==> config.mk <==
export PLATFORM = sky130hd
export DESIGN_NAME = ps2_receiver
export DESIGN_NICKNAME = d
export VERILOG_FILES = /design/src/rtl/ps2_pkg.sv /design/src/rtl/ps2_sync_fifo.sv /design/src/rtl/ps2_receiver.sv
export SDC_FILE = /design/constraint.sdc
export NUM_CORES = 1
export LEC_CHECK = 0
export ABC_CLOCK_PERIOD_IN_PS = 6550
export BUFFER_PORTS_ARGS = -buffer_cell sky130_fd_sc_hd__buf_2
export CAP_MARGIN = 5
export CORE_UTILIZATION = 40
export CTS_BUF_LIST = sky130_fd_sc_hd__clkbuf_16
export DETAILED_ROUTE_END_ITERATION = 16
export SYNTH_ARGS = -nofsm -noshare
export SYNTH_HDL_FRONTEND = slang
export SYNTH_SLANG_ARGS = --single-unit
==> constraint.sdc <==
create_clock -name i_clk -period 6.55 [get_ports i_clk]
set_input_delay 0.3275 -clock i_clk [delete_from_list [all_inputs] [get_ports i_clk]]
set_output_delay 0.3275 -clock i_clk [all_outputs]
set_load 0.03 [all_outputs]
==> src/rtl/ps2_pkg.sv <==
// Shared types and constants for the PS/2 receiver: FSM states, scan-code
// prefix bytes and the odd-parity check.
package ps2_pkg;

  typedef enum logic [1:0] {
    ST_IDLE   = 2'd0,
    ST_DATA   = 2'd1,
    ST_PARITY = 2'd2,
    ST_STOP   = 2'd3
  } ps2_state_e;

  localparam logic [7:0] PS2_PREFIX_EXT = 8'hE0;
  localparam logic [7:0] PS2_PREFIX_REL = 8'hF0;

  // PS/2 uses odd parity: data bits plus parity bit must hold an odd count of ones.
  function automatic logic odd_parity_ok(input logic [7:0] data, input logic parity);
    return ^{data, parity};
  endfunction

endpackage

==> src/rtl/ps2_sync_fifo.sv <==
// Small synchronous FIFO with a combinational head read; a push into a full
// FIFO without a simultaneous pop is dropped and flagged on o_drop.
module ps2_sync_fifo #(
  parameter int WIDTH = 8,
  parameter int DEPTH = 4
) (
  input  logic             i_clk,
  input  logic             i_rst_n,
  input  logic             i_push,
  input  logic [WIDTH-1:0] i_wdata,
  input  logic             i_pop,
  output logic [WIDTH-1:0] o_rdata,
  output logic             o_full,
  output logic             o_empty,
  output logic             o_drop
);

  localparam int AW = (DEPTH > 1) ? $clog2(DEPTH) : 1;
  localparam logic [AW:0] FULL_COUNT = (AW+1)'(DEPTH);

  logic [WIDTH-1:0] mem_reg [DEPTH];
  logic [AW-1:0]    wr_ptr_reg, rd_ptr_reg;
  logic [AW:0]      count_reg;
  logic             pop_ok, push_ok;

  assign o_empty = (count_reg == '0);
  assign o_full  = (count_reg == FULL_COUNT);
  // A pop in the same cycle frees the slot, so a full FIFO can still accept.
  assign pop_ok  = i_pop && !o_empty;
  assign push_ok = i_push && (!o_full || pop_ok);
  assign o_drop  = i_push && o_full && !pop_ok;
  assign o_rdata = o_empty ? '0 : mem_reg[rd_ptr_reg];

  always_ff @(posedge i_clk) begin
    if (push_ok) mem_reg[wr_ptr_reg] <= i_wdata;
  end

  // Depth is a power of two, so pointers wrap naturally.
  always_ff @(posedge i_clk or negedge i_rst_n) begin
    if (!i_rst_n) begin
      wr_ptr_reg <= '0;
      rd_ptr_reg <= '0;
      count_reg  <= '0;
    end else begin
      if (push_ok) wr_ptr_reg <= wr_ptr_reg + 1'b1;
      if (pop_ok)  rd_ptr_reg <= rd_ptr_reg + 1'b1;
      case ({push_ok, pop_ok})
        2'b10:   count_reg <= count_reg + 1'b1;
        2'b01:   count_reg <= count_reg - 1'b1;
        default: count_reg <= count_reg;
      endcase
    end
  end

endmodule

==> src/rtl/ps2_receiver.sv <==
// PS/2 device-to-host frame receiver with byte FIFO. Optional macro
// PS2_PREFIX_DECODE_EN folds E0/F0 prefixes into flags on the following byte.
module ps2_receiver
  import ps2_pkg::*;
#(
  parameter int TIMEOUT_CYCLES = 50000,
  parameter int SYNC_STAGES    = 2,
  parameter int FIFO_DEPTH     = 4
) (
  input  logic       i_clk,
  input  logic       i_rst_n,
  input  logic       i_ps2_clk,
  input  logic       i_ps2_data,
  output logic [7:0] o_data,
  output logic       o_valid,
  input  logic       i_ready,
  output logic       o_extended,
  output logic       o_release,
  output logic       o_parity_err,
  output logic       o_frame_err,
  output logic       o_overflow
);

`ifdef PS2_PREFIX_DECODE_EN
  localparam int ENTRY_W = 10;
`else
  localparam int ENTRY_W = 8;
`endif
  localparam int TW = $clog2(TIMEOUT_CYCLES) + 1;
  localparam logic [TW-1:0] TMO_LAST = TW'(TIMEOUT_CYCLES - 1);

  logic [SYNC_STAGES-1:0] clk_sync_reg, data_sync_reg;
  logic                   ps2_clk_last_reg;
  logic                   ps2_fall, ps2_bit;

  ps2_state_e    state_reg, state_next;
  logic [2:0]    bit_idx_reg, bit_idx_next;
  logic [7:0]    shift_reg, shift_next;
  logic          parity_reg, parity_next;
  logic [TW-1:0] tmo_cnt_reg, tmo_next, tmo_inc;
  logic          frame_ok, parity_err, frame_err;

  logic               push;
  logic [ENTRY_W-1:0] push_data, fifo_rdata;
  logic               fifo_full, fifo_empty, fifo_drop, pop;

  always_ff @(posedge i_clk or negedge i_rst_n) begin
    if (!i_rst_n) begin
      clk_sync_reg     <= '1;
      data_sync_reg    <= '1;
      ps2_clk_last_reg <= 1'b1;
    end else begin
      clk_sync_reg     <= {clk_sync_reg[SYNC_STAGES-2:0], i_ps2_clk};
      data_sync_reg    <= {data_sync_reg[SYNC_STAGES-2:0], i_ps2_data};
      ps2_clk_last_reg <= clk_sync_reg[SYNC_STAGES-1];
    end
  end

  assign ps2_fall = ps2_clk_last_reg && !clk_sync_reg[SYNC_STAGES-1];
  assign ps2_bit  = data_sync_reg[SYNC_STAGES-1];
  assign tmo_inc  = tmo_cnt_reg + 1'b1;

  always_ff @(posedge i_clk or negedge i_rst_n) begin
    if (!i_rst_n) begin
      state_reg   <= ST_IDLE;
      bit_idx_reg <= '0;
      shift_reg   <= '0;
      parity_reg  <= 1'b0;
      tmo_cnt_reg <= '0;
    end else begin
      state_reg   <= state_next;
      bit_idx_reg <= bit_idx_next;
      shift_reg   <= shift_next;
      parity_reg  <= parity_next;
      tmo_cnt_reg <= tmo_next;
    end
  end

  always_comb begin
    state_next   = state_reg;
    bit_idx_next = bit_idx_reg;
    shift_next   = shift_reg;
    parity_next  = parity_reg;
    tmo_next     = '0;
    frame_ok     = 1'b0;
    parity_err   = 1'b0;
    frame_err    = 1'b0;
    // The timeout fires in the cycle the counter would step onto its last value.
    if (state_reg != ST_IDLE && !ps2_fall) begin
      if (tmo_inc == TMO_LAST) begin
        state_next   = ST_IDLE;
        bit_idx_next = '0;
        frame_err    = 1'b1;
      end else begin
        tmo_next = tmo_inc;
      end
    end
    if (ps2_fall) begin
      case (state_reg)
        ST_IDLE: begin
          if (!ps2_bit) begin
            state_next   = ST_DATA;
            bit_idx_next = '0;
          end
        end
        ST_DATA: begin
          shift_next   = {ps2_bit, shift_reg[7:1]};
          bit_idx_next = bit_idx_reg + 1'b1;
          if (bit_idx_reg == 3'd7) state_next = ST_PARITY;
        end
        ST_PARITY: begin
          parity_next = ps2_bit;
          state_next  = ST_STOP;
        end
        default: begin
          state_next = ST_IDLE;
          if (!ps2_bit)                               frame_err  = 1'b1;
          else if (odd_parity_ok(shift_reg, parity_reg)) frame_ok   = 1'b1;
          else                                        parity_err = 1'b1;
        end
      endcase
    end
  end

`ifdef PS2_PREFIX_DECODE_EN
  logic ext_reg, ext_next, rel_reg, rel_next;

  always_ff @(posedge i_clk or negedge i_rst_n) begin
    if (!i_rst_n) begin
      ext_reg <= 1'b0;
      rel_reg <= 1'b0;
    end else begin
      ext_reg <= ext_next;
      rel_reg <= rel_next;
    end
  end

  always_comb begin
    ext_next  = ext_reg;
    rel_next  = rel_reg;
    push      = 1'b0;
    push_data = {rel_reg, ext_reg, shift_reg};
    if (parity_err || frame_err) begin
      ext_next = 1'b0;
      rel_next = 1'b0;
    end else if (frame_ok) begin
      if (shift_reg == PS2_PREFIX_EXT)      ext_next = 1'b1;
      else if (shift_reg == PS2_PREFIX_REL) rel_next = 1'b1;
      else begin
        push     = 1'b1;
        ext_next = 1'b0;
        rel_next = 1'b0;
      end
    end
  end

  assign o_extended = fifo_rdata[8];
  assign o_release  = fifo_rdata[9];
`else
  assign push       = frame_ok;
  assign push_data  = shift_reg;
  assign o_extended = 1'b0;
  assign o_release  = 1'b0;
`endif

  ps2_sync_fifo #(
    .WIDTH (ENTRY_W),
    .DEPTH (FIFO_DEPTH)
  ) u_fifo (
    .i_clk   (i_clk),
    .i_rst_n (i_rst_n),
    .i_push  (push),
    .i_wdata (push_data),
    .i_pop   (pop),
    .o_rdata (fifo_rdata),
    .o_full  (fifo_full),
    .o_empty (fifo_empty),
    .o_drop  (fifo_drop)
  );

  assign o_valid      = !fifo_empty;
  assign pop          = o_valid && i_ready;
  assign o_data       = fifo_rdata[7:0];
  assign o_parity_err = parity_err;
  assign o_frame_err  = frame_err;
  // A drop can only happen while full; the qualifier documents that.
  assign o_overflow   = fifo_drop && fifo_full;

endmodule

==> run_results.csv <==
group,metric,value,unit
setup_path,startpoint,"tmo_cnt_reg[0]$_DFF_PN0_",
pwr,vdd_drop_max,165,µV
logic_synthesis,synth_area,3640,µm²
timing,setup_tns,0,ps
placement,portBuffers,16,
logic_synthesis,synth.top_cell.area_share,26.4,%
pwr,finalPower,0.00161,W
setup_path,critPathCapture,"o_frame_err",
logic_synthesis,netlist-cell-type-count,64,
setup_path,reg2reg_from,"tmo_cnt_reg[0]$_DFF_PN0_",
routing,drcViolationCount,0,
die,io_pins,19,
cells_and_area,largest_reg_flops,32,
logic_synthesis,ys_async_sr_fraction,57.3,%
logic_synthesis,postSynthAreaPerCell,12.7,µm²
logic_synthesis,synthFlopType,"dfrtp_1",
die,initial_core_util,41.6,%
clock_tree,cts_buffer_depth,2,
die,die_w,97.5,µm
timing,worst_slack,3380,ps
timing,final.period_utilization,48.4,%
routing,drt-vias-per-instance,5.24,
setup_path,arrival,2840,ps
clock_tree,clock_latency,330,ps
clock_tree,cts-root-buf,"clkbuf_16",
logic_synthesis,yosys.area.top_type,"edfxtp_1",
timing,drv_slew,0,
logic_synthesis,seq_area_frac_synth,56.1,%
flow_run,maxCapViolations,0,
timing,rsz0062_at_grt,"false",
placement,gp_congestion,0.765,
hold_path,hold_class,"input port to register",
setup_path,critPathKind,"register to primary output",
routing,drt_iter0_drc,79,
routing,dr.pass1.iters,4,
cells_and_area,final_nets,317,
global_routing,grt_max_degree,44,
global_routing,grt_pass1_wl,10.7,mm
placement,dp_slack,3640,ps
logic_synthesis,synth-edff-count,32,
timing,fmax,0.316,GHz
timing,maxSlewHeadroom,25.0,%
global_routing,grt-ovfl-total,0,
setup_path,rr_endpoint,"tmo_cnt_reg[6]$_DFF_PN0_",
logic_synthesis,yosys-top-cells-count,"38 x dfrtp_1, 32 x edfxtp_1, 25 x nor2_1",
outcome,outcome,"finished, final reports clean",
die,rows,34,
setup_path,required,6220,ps
clock_tree,htree_levels,3,
timing,setup_viol,0,
clock_tree,post_cts_buffers,0,
routing,wirelength,6.20,mm
setup_path,cp-start-kind,"register",
logic_synthesis,synth_warnings,0,
setup_path,rr_worst_depth,7,
routing,postRouteAntennaNets,0,
die,coreArea,8760,µm²
cells_and_area,drive_gt1_share,21.4,%
clock_tree,cts_hold_buf,0,
clock_tree,cts_resized,0,
logic_synthesis,synth_seq_cells,75,
cells_and_area,n_antenna_cell,0,
setup_path,crit_fanout,7,
global_routing,antenna_found_initial,0,
timing,hold_viol,0,
logic_synthesis,yosysMostFrequentCell,"dfrtp_1",
clock_tree,cts_tree,"built",
global_routing,grt.busiest_layer,"met2",
cells_and_area,fillers,784,
routing,vias,2180,
die,chipHeight,97.5,µm
timing,fin_skew,8.68,ps
cells_and_area,area_growth_syn_to_layout,13.0,%
global_routing,grtUsageTotal,14.5,%
clock_tree,cts.sinks,75,
die,dieArea,9500,µm²
routing,routedWlPerCell,14.9,µm
logic_synthesis,synthTopCellsByArea,"edfxtp_1 26%, dfrtp_1 26%, mux4_2 4.9%",
global_routing,grt_pass1_vias,2255,
clock_tree,numCtsBuffers,9,
timing,min_period,3170,ps
pwr,p_leak,1.64,nW
global_routing,grt_use_met2,25.4,%
clock_tree,cts.clk_slew.worst_paths,60,ps
logic_synthesis,synth_cells,286,
global_routing,use_met3,3.96,%
timing,tightest_slew,1120,ps
setup_path,cp-end-kind,"primary output",
placement,dp_hpwl,4.24,mm
global_routing,met1_usage,17.0,%
pwr,power_density,390,nW/µm²
setup_path,reg2reg_setup_slack,3640,ps
## power breakdown
part / leakage, nW / switching, W / internal (W)
Clock: 0.161 / 0.000187 / 0.000333
Combinational: 0.646 / 0.000207 / 0.000208
Sequential: 0.835 / 0.0000985 / 0.000574
Total: 1.64 / 0.000493 / 0.00112
## cells by family (layout without fill, tap and decap cells)
| group | Yosys count | after routing | share of synthesized area, % |
|---|---|---|---|
| muxes | 21 | 21 | 8.82 |
| xor gates and xnor gates | 27 | 27 | 7.28 |
| adders and majority gates | 9 | 9 | 3.30 |
| DFF | 75 | 75 | 56.1 |
| and+or+nand+nor | 101 | 101 | 15.5 |
| AOI/OAI and AO/OA | 30 | 30 | 6.01 |
| other | 1 | 2 | 0.103 |
| buffers and inverters | 22 | 43 | 2.92 |
## metal layers
| layer | vias to the layer above | wire (µm) |
|---|---|---|
| met5 | - | 0 |
| met4 | 0 | 84 |
| met3 | 8 | 181 |
| met2 | 43 | 3160 |
| met1 | 1056 | 2770 |
| li1 | 1073 | - |
## layout by cell type (no fill, tap or decap), types with 9 or more instances in the layout
cell type | netlist | layout
nand2_1 | 15 | 15
dfrtp_1 | 38 | 38
nor2b_1 | 10 | 10
mux2_2 | 9 | 9
inv_1 | 10 | 11
edfxtp_1 | 32 | 32
clkbuf_16 | 0 | 9
xnor2_1 | 17 | 17
buf_2 | 1 | 16
nor2_1 | 25 | 25
## how the worst min path moves through the flow
| stage | from | end | slack (ps) | cells past startpoint |
|---|---|---|---|---|
| 6_report | i_ps2_clk | clk_sync_reg[0]$_DFF_PN1_ | 100 | 1 |
| 5_1_grt | i_ps2_data | data_sync_reg[0]$_DFF_PN1_ | 80 | 1 |
| 4_1_cts | i_ps2_data | data_sync_reg[0]$_DFF_PN1_ | 80 | 1 |
| 3_5_place_dp | clk_sync_reg[0]$_DFF_PN1_ | clk_sync_reg[1]$_DFF_PN1_ | 350 | 0 |
| 3_3_place_gp | data_sync_reg[0]$_DFF_PN1_ | data_sync_reg[1]$_DFF_PN1_ | 350 | 0 |
| 2_1_floorplan | i_rst_n | bit_idx_reg[0]$_DFF_PN0_ | 30 | 0 |
## critical path: stages (launching register included)
cell,delay (ps)
dfrtp_1,450
ha_1,260
nand4_1,200
nor4_1,500
mux2i_1,380
and2_1,200
a31oi_1,80
o21ai_0,210
buf_2,230
## cell type report
cell class / count / area (µm²) / share of cell area (%)
tap: 108 / 135 / 3.28
clock inverter: 7 / 95.1 / 2.31
clock buffer: 9 / 225 / 5.47
timing repair buffer: 16 / 80.1 / 1.94
multi-input combinational: 190 / 1500 / 36.4
sequential: 75 / 2040 / 49.6
inverter: 11 / 41.3 / 1.00
## per-stage QoR
stage | util [%] | instances | area, µm² | hold WS (ps)
floorplan | - | 287 | 3650 | 31.9
global placement | 43.3 | 400 | 3800 | 345
detailed placement | 43.3 | 400 | 3800 | 347
CTS | 47.0 | 416 | 4120 | 81.6
global route | 47.0 | 416 | 4120 | 81.1
finish | 47.0 | 416 | 4120 | 95.0
(Power assumes the default switching activity.)
